### src/rtl/baugh_wooley_div.sv
// Iterative restoring divider with independently signed dividend/divisor, valid/ready on both sides.
// Optional status outputs dz_o/ovf_o are added when BW_DIV_STATUS_EN is defined.
module baugh_wooley_div #(
    parameter int p_width = 4
) (
    input  logic               clk_i,
    input  logic               rst_ni,
    input  logic               valid_i,
    output logic               ready_o,
    input  logic [p_width-1:0] a_i,
    input  logic [p_width-1:0] b_i,
    input  logic               a_signed_i,
    input  logic               b_signed_i,
    output logic               valid_o,
    input  logic               ready_i,
    output logic [p_width-1:0] q_o,
    output logic [p_width-1:0] r_o
`ifdef BW_DIV_STATUS_EN
    ,
    output logic               dz_o,
    output logic               ovf_o
`endif
);
    localparam int c_cnt_w = $clog2(p_width);

    typedef enum logic [1:0] {IDLE, CALC, DONE} state_t;

    state_t               state;
    state_t               state_nxt;
    logic [p_width-1:0]   a_raw;
    logic [p_width-1:0]   dvd;
    logic [p_width-1:0]   dvs;
    logic [p_width-1:0]   rem;
    logic [c_cnt_w-1:0]   cnt;
    logic                 neg_q;
    logic                 neg_r;
    logic                 dz;
    logic                 ovf;
    logic                 fix;

    logic                 accept;
    logic                 sa;
    logic                 sb;
    logic [p_width-1:0]   a_mag;
    logic [p_width-1:0]   b_mag;
    logic                 is_dz;
    logic                 is_ovf;
    logic [p_width:0]     trial;
    logic [p_width:0]     diff;
    logic                 ge;
    logic [p_width-1:0]   q_fin;
    logic [p_width-1:0]   r_fin;

    assign ready_o = (state == IDLE);
    assign valid_o = (state == DONE);
    assign accept  = valid_i && ready_o;

    assign sa     = a_signed_i & a_i[p_width-1];
    assign sb     = b_signed_i & b_i[p_width-1];
    assign a_mag  = sa ? -a_i : a_i;
    assign b_mag  = sb ? -b_i : b_i;
    assign is_dz  = (b_i == '0);
    assign is_ovf = a_signed_i & b_signed_i & (&b_i)
                    & (a_i == {1'b1, {(p_width-1){1'b0}}});

    // One restoring step: the borrow out of the (p_width+1)-bit trial subtraction decides the quotient bit.
    assign trial = {rem, dvd[p_width-1]};
    assign diff  = trial - {1'b0, dvs};
    assign ge    = ~diff[p_width];
    assign q_fin = neg_q ? -dvd : dvd;
    assign r_fin = neg_r ? -rem : rem;

    always_ff @(posedge clk_i) begin
        if (!rst_ni) begin
            state <= IDLE;
        end else begin
            state <= state_nxt;
        end
    end

    always_comb begin
        state_nxt = state;
        case (state)
            IDLE:    if (accept) state_nxt = CALC;
            CALC:    if (dz || ovf || fix) state_nxt = DONE;
            DONE:    if (ready_i) state_nxt = IDLE;
            default: state_nxt = IDLE;
        endcase
    end

    always_ff @(posedge clk_i) begin
        if (!rst_ni) begin
            a_raw <= '0;
            dvd   <= '0;
            dvs   <= '0;
            rem   <= '0;
            cnt   <= '0;
            neg_q <= 1'b0;
            neg_r <= 1'b0;
            dz    <= 1'b0;
            ovf   <= 1'b0;
            fix   <= 1'b0;
            q_o   <= '0;
            r_o   <= '0;
`ifdef BW_DIV_STATUS_EN
            dz_o  <= 1'b0;
            ovf_o <= 1'b0;
`endif
        end else begin
            case (state)
                IDLE: begin
                    if (accept) begin
                        a_raw <= a_i;
                        dvd   <= a_mag;
                        dvs   <= b_mag;
                        rem   <= '0;
                        cnt   <= c_cnt_w'(p_width - 1);
                        neg_q <= sa ^ sb;
                        neg_r <= sa;
                        dz    <= is_dz;
                        ovf   <= is_ovf;
                        fix   <= 1'b0;
                    end
                end
                CALC: begin
                    // Special cases bypass the iteration; otherwise the extra cycle after the last step applies signs.
                    if (dz) begin
                        q_o <= '1;
                        r_o <= a_raw;
                    end else if (ovf) begin
                        q_o <= a_raw;
                        r_o <= '0;
                    end else if (fix) begin
                        q_o <= q_fin;
                        r_o <= r_fin;
                    end else begin
                        rem <= ge ? diff[p_width-1:0] : trial[p_width-1:0];
                        dvd <= {dvd[p_width-2:0], ge};
                        if (cnt == '0) begin
                            fix <= 1'b1;
                        end else begin
                            cnt <= cnt - 1'b1;
                        end
                    end
`ifdef BW_DIV_STATUS_EN
                    if (dz || ovf || fix) begin
                        dz_o  <= dz;
                        ovf_o <= ovf;
                    end
`endif
                end
                DONE: begin
`ifdef BW_DIV_STATUS_EN
                    if (ready_i) begin
                        dz_o  <= 1'b0;
                        ovf_o <= 1'b0;
                    end
`endif
                end
                default: ;
            endcase
        end
    end

endmodule

### config.mk
export PLATFORM = sky130hd
export DESIGN_NAME = baugh_wooley_div
export DESIGN_NICKNAME = d
export VERILOG_FILES = /design/src/rtl/baugh_wooley_div.sv
export SDC_FILE = /design/constraint.sdc
export NUM_CORES = 1
export LEC_CHECK = 0
export ABC_AREA = 1
export ABC_CLOCK_PERIOD_IN_PS = 2000
export BUFFER_PORTS_ARGS = -buffer_cell sky130_fd_sc_hd__buf_2
export CORE_AREA = 2 2 58 82
export CTS_BUF_LIST = sky130_fd_sc_hd__clkbuf_8
export DETAILED_ROUTE_END_ITERATION = 8
export DIE_AREA = 0 0 60 84
export PLACE_DENSITY = 0.68
export SLEW_MARGIN = 20
export SYNTH_ARGS = -nofsm -noshare
export SYNTH_HDL_FRONTEND = slang
export SYNTH_SLANG_ARGS = --single-unit
### constraint.sdc
create_clock -name clk_i -period 2 [get_ports clk_i]
set_input_delay 0.3 -clock clk_i [delete_from_list [all_inputs] [get_ports clk_i]]
set_output_delay 0.3 -clock clk_i [all_outputs]
set_load 0.005 [all_outputs]
After elaboration in Yosys (flattened, before gate mapping) --
Index checks and enable logic that the tools add are counted.
Storage, ports and cells: bits in registers 33, bits of input ports 14, logic and storage cells 88
Operators by class: add/subtract/negate cells 6, eq/ne operators 10, multiplexer cells 37, bitwise operators 7, reduce and logical (&&, ||, !) cells 15
Operators by type and width (count):
- $mux W4 | 19
- $mux W2 | 8
- $neg A4 Y4 | 4
- $pmux W4 S2 | 2
- $ne A2 B2 Y1 const B | 5
- $reduce_and A4 Y1 | 2
- $pmux W2 S3 | 1
- $reduce_and A6 Y1 | 1
- $and A1 B1 Y1 | 5
- $mux W1 | 5
- $reduce_and A5 Y1 | 1
- $sub A5 B4 Y5 | 1
- $eq A4 B4 Y1 const B | 1
- $logic_not A2 Y1 | 2
- $logic_not A4 Y1 | 1
- $ne A2 B1 Y1 const B | 2
- $pmux W2 S2 | 1
- $reduce_and A2 Y1 | 2
- $reduce_and A3 Y1 | 1
- $reduce_bool A3 Y1 | 1
- $eq A2 B1 Y1 const B | 1
- $eq A2 B2 Y1 const B | 1
- $logic_or A1 B1 Y1 | 2
- $pmux W1 S2 | 1
- other kinds (5) | 5

Depth between registers and ports, before layout --
depth in word-level cells 6, depth in mapped cells 11

Worst setup path before layout --
OpenSTA, ideal clock, no wires.
kind register -> register, start point reg dvd[3], end point reg rem[3], library setup time 0.072 ns, arrival 1.604 ns, required time 1.928 ns, path slack 0.325 ns, cell stages (with the launch flop) 12, buffers on the path 0, cells stage by stage dfxtp_1 -> inv_1 -> ha_1 -> inv_1 -> fa_1 -> nand3_1 -> nand3_1 -> nand2_1 -> nand2_1 -> nand2_1 -> nand3_1 -> a21oi_1
Between the ends: word-level cells in the longest chain between the ends 6
RTL lines:
- from (decl) | line 31 | logic [p_width-1:0] dvd;
- from (signal assigned) | line 114 | dvd <= a_mag;
- from (signal assigned) | line 138 | dvd <= {dvd[p_width-2:0], ge};
- $sub A5 B4 Y5 | line 68 | assign diff = trial - {1'b0, dvs};
- $mux W4 | line 137 | rem <= ge ? diff[p_width-1:0] : trial[p_width-1:0];
- $mux W4 | line 133 | end else if (fix) begin
- $mux W4 | line 130 | end else if (ovf) begin
- $mux W4 | line 127 | if (dz) begin
- $pmux W4 S2 | line 110 | case (state)
- to (signal assigned) | line 137
- to (decl) | line 33 | logic [p_width-1:0] rem;
No other way between the ends. The select of a mux whose other input is x is not followed. A chain may end at the register's enable or synchronous reset.

Worst setup path after layout --
start point reg dvd[3], end point reg rem[1]
The elaborated chain is that of the path after synthesis.

==> flow_summary.yaml <==
global_routing:
  first_global_vias: 1675
  grt_max_degree: 18
  overflow: 0
  antenna_found_initial: 0
  grt_first_pass_wirelength_mm: 7.389
  track_usage: 0.1918
critical_path:
  critical_path.slowest_cell: "fa_1"
  r2r-start: "dvd[3]$_SDFFE_PN0P_"
  crit_path_max_fanout: 3
  crit_required_ns: 2.15
  startpoint_type: "flop"
  crit_path_cell_trace: "inv_1, ha_1, inv_1, fa_1, nand3_1, nand3_2, nand2_2, buf_4, nand3_1, nand3_1, a21oi_1"
  crit_start: "dvd[3]$_SDFFE_PN0P_"
  crit_top_cell: "nand3_1"
  r2r_slack_ns: 0.14
  crit_path_max_incr_delay_ns: 0.40
  path_class: "flop to flop"
  cp-end-kind: "flop"
  arrival_ns: 2.01
timing:
  timing.fmax_ghz: 0.5368
  layout_min_cycle_time_ns: 1.863
  hold_viol: 0
  setup_viol: 0
  maxSlewHeadroom: 0.6909
  slew_viol_final: 0
  tns_ns: 0
  finClkSkew_ns: 0.008527
  period_share: 0.9315
  tightest_slew_ns: 0.4631
clocking:
  clkLatencyLatePin_ns: 0.29
  h-tree-depth: 2
  holdBufCountCts: 0
  cts_tree: "done"
  clkSinkCount: 33
  path_clk_slew_ns: 0.07
  clockBufferDepth: 2
  numCtsBuffers: 5
  root_buffer: "clkbuf_8"
yosys:
  syn_area_sq_um: 1852
  synthFlopType: "dfxtp_1"
  synth_fp_nets: 282
  synth_compound_area_frac: 0.2270
  async_flop_share: 0
  yosysWarnings: 0
  synth_top_family_by_area: "compound AO/OA/AOI/OAI gates"
  synthMuxAreaShare: 0
  yosysSeqAreaShare: 0.3568
  synthXorXnorAreaFrac: 0.01892
  ys_ff_latch: 33
  yosys.area_share.simple: 0.2182
  avgSynthCellArea_sq_um: 7.205
  synth_fa_ha_area_frac: 0.07838
  syn-instance-count: 257
  ys_types: 32
  synth_edf_count: 0
status:
  status: "finished clean"
pwr:
  vdd_ir_drop_max_v: 0.0005772
  power_density_nw_per_um2: 940.2
  power_mw: 2.035
  p_leak_nw: 0.9786
hold_path:
  hold_class: "input pin to flop"
  hp-start: "ready_i"
floorplan:
  dieWidth_um: 60
  ioPinCount: 24
  core_area_sq_um: 4390
  start_util: 0.4218
  die-area_sq_um: 5040
  die_h_um: 84
  fp-row-count: 29
route:
  drc: 0
  drt-pass1-iter-count: 4
  routed_wl_mm: 4.325
  vias: 1793
  drt_iter0_markers: 61
  ant_nets: 0
  post_drt_wl_per_cell_um: 12.43
  post_drt_via_cell_ratio: 5.152
cells_and_area:
  multi_input_area_sq_um: 1020
  final_cell_area_sq_um: 2165
  antenna_cells: 0
  syn2layout_area_growth_pct: 16.89
  fin_nets: 310
  fillCellCount: 465
  final-seq-area_sq_um: 660.6
  layout-drive-gt1-share: 0.1923
placement:
  placed_area_sq_um: 2026
  gp_congestion: 0.9187
  portBuffers: 23
  dp_hpwl_mm: 3.343
run:
  maxCapViolCount: 0
==> report_power, final <==
group	switching, mW	internal (mW)
clock network	0.242	0.401
logic	0.374	0.224
registers	0.0565	0.738
==> state kept, by name, indices dropped and copies added (netlist names) <==
name and flops:
a_raw 4, dvd 4, dvs 4, q_o 4, r_o 4, rem 4, cnt 2, state 2
dz 1, fix 1, neg_q 1, neg_r 1, ovf 1
==> worst max-delay path, delay by kind of cell (launching register included) <==
family                   cells  cell delay (ns)
adder cells (fa/ha/maj)      2             0.54
AO/OA/AOI/OAI                1             0.06
flip-flops                   1             0.32
buffers and inverters        3             0.28
AND/OR/NAND/NOR              5             0.52
==> area by class of cell <==
class	instances	area share
Multi-Input combinational cell	179	0.4711
Sequential cell	33	0.3052
Inverter	40	0.07052
Timing Repair Buffer	26	0.06358
Clock buffer	6	0.03815
Tap cell	62	0.03584
Clock inverter	2	0.01561
==> cells by family (layout without fill, tap and decap cells) <==
| family | after synthesis | count (layout) |
|---|---|---|
| xor+xnor | 4 | 4 |
| buf+inv | 45 | 74 |
| simple gates | 89 | 89 |
| compound gates | 75 | 75 |
| fa+ha+maj | 11 | 11 |
| flops | 33 | 33 |
==> metrics by stage <==
stage,setup WS (ns),util,hold slack [ns],std cells
6_report,0.1370,0.4930,0.2689,348
5_1_grt,-0.02173,0.4930,0.2905,348
4_1_cts,0.1282,0.4879,0.2687,347
3_5_place_dp,0.1418,0.4614,0.4772,339
3_3_place_gp,0.2028,0.4614,0.4597,339
2_1_floorplan,0.3247,-,0.4384,257
==> final timing paths <==
kind / endpoint / cells past startpoint
worst min-delay path: state[1]$_SDFFE_PN0P_ / 4
worst min register to register: cnt[0]$_SDFFE_PN0P_ / 2
worst max register to register: rem[1]$_SDFFE_PN0P_ / 11
worst max-delay path: rem[1]$_SDFFE_PN0P_ / 11
==> per-layer routing <==
layer	part of all wire	global-route usage	wire [um]	vias up
met5	0	0	0	-
li1	-	-	-	914
met1	0.41	0.2127	1756	834
met2	0.54	0.3399	2322	38
met3	0.040	0.03721	172	7
met4	0.017	0.07879	74	0
==> synth_stat cells, drive strengths merged (2+ instances only) <==
cell type / instances / area (sq um)
nand2: 43 / 178.9
inv: 40 / 152.6
a21oi: 37 / 196.4
dfxtp: 33 / 660.6
o21ai: 31 / 166.4
nand3: 27 / 135.1
nor2: 16 / 72.57
ha: 10 / 125.1
a211oi: 3 / 27.52
buf: 3 / 26.27
xnor2: 3 / 26.28
clkbuf: 2 / 7.510
==> timing repair <==
action,4_1_cts,5_1_grt
gates resized for setup,0,4
endpoints found under the setup margin,0,3
setup buffers,0,1
==> cells in the final DEF, fill, tap and decap left out, drive strengths merged <==
| cell type | netlist | routed |
|---|---|---|
| a211oi | 3 | 3 |
| a21oi | 37 | 37 |
| a221oi | 1 | 1 |
| a22oi | 1 | 1 |
| a31oi | 1 | 1 |
| and3 | 1 | 1 |
| buf | 3 | 26 |
| bufinv | 0 | 1 |
| clkbuf | 2 | 6 |
| dfxtp | 33 | 33 |
| fa | 1 | 1 |
| ha | 10 | 10 |
| inv | 40 | 41 |
| nand2 | 43 | 43 |
| nand3 | 27 | 27 |
| nand4 | 1 | 1 |
| nor2 | 16 | 16 |
| nor3 | 1 | 1 |
| o21ai | 31 | 31 |
| o31ai | 1 | 1 |
| xnor2 | 3 | 3 |
| xor2 | 1 | 1 |
(Power assumes the default switching activity.)
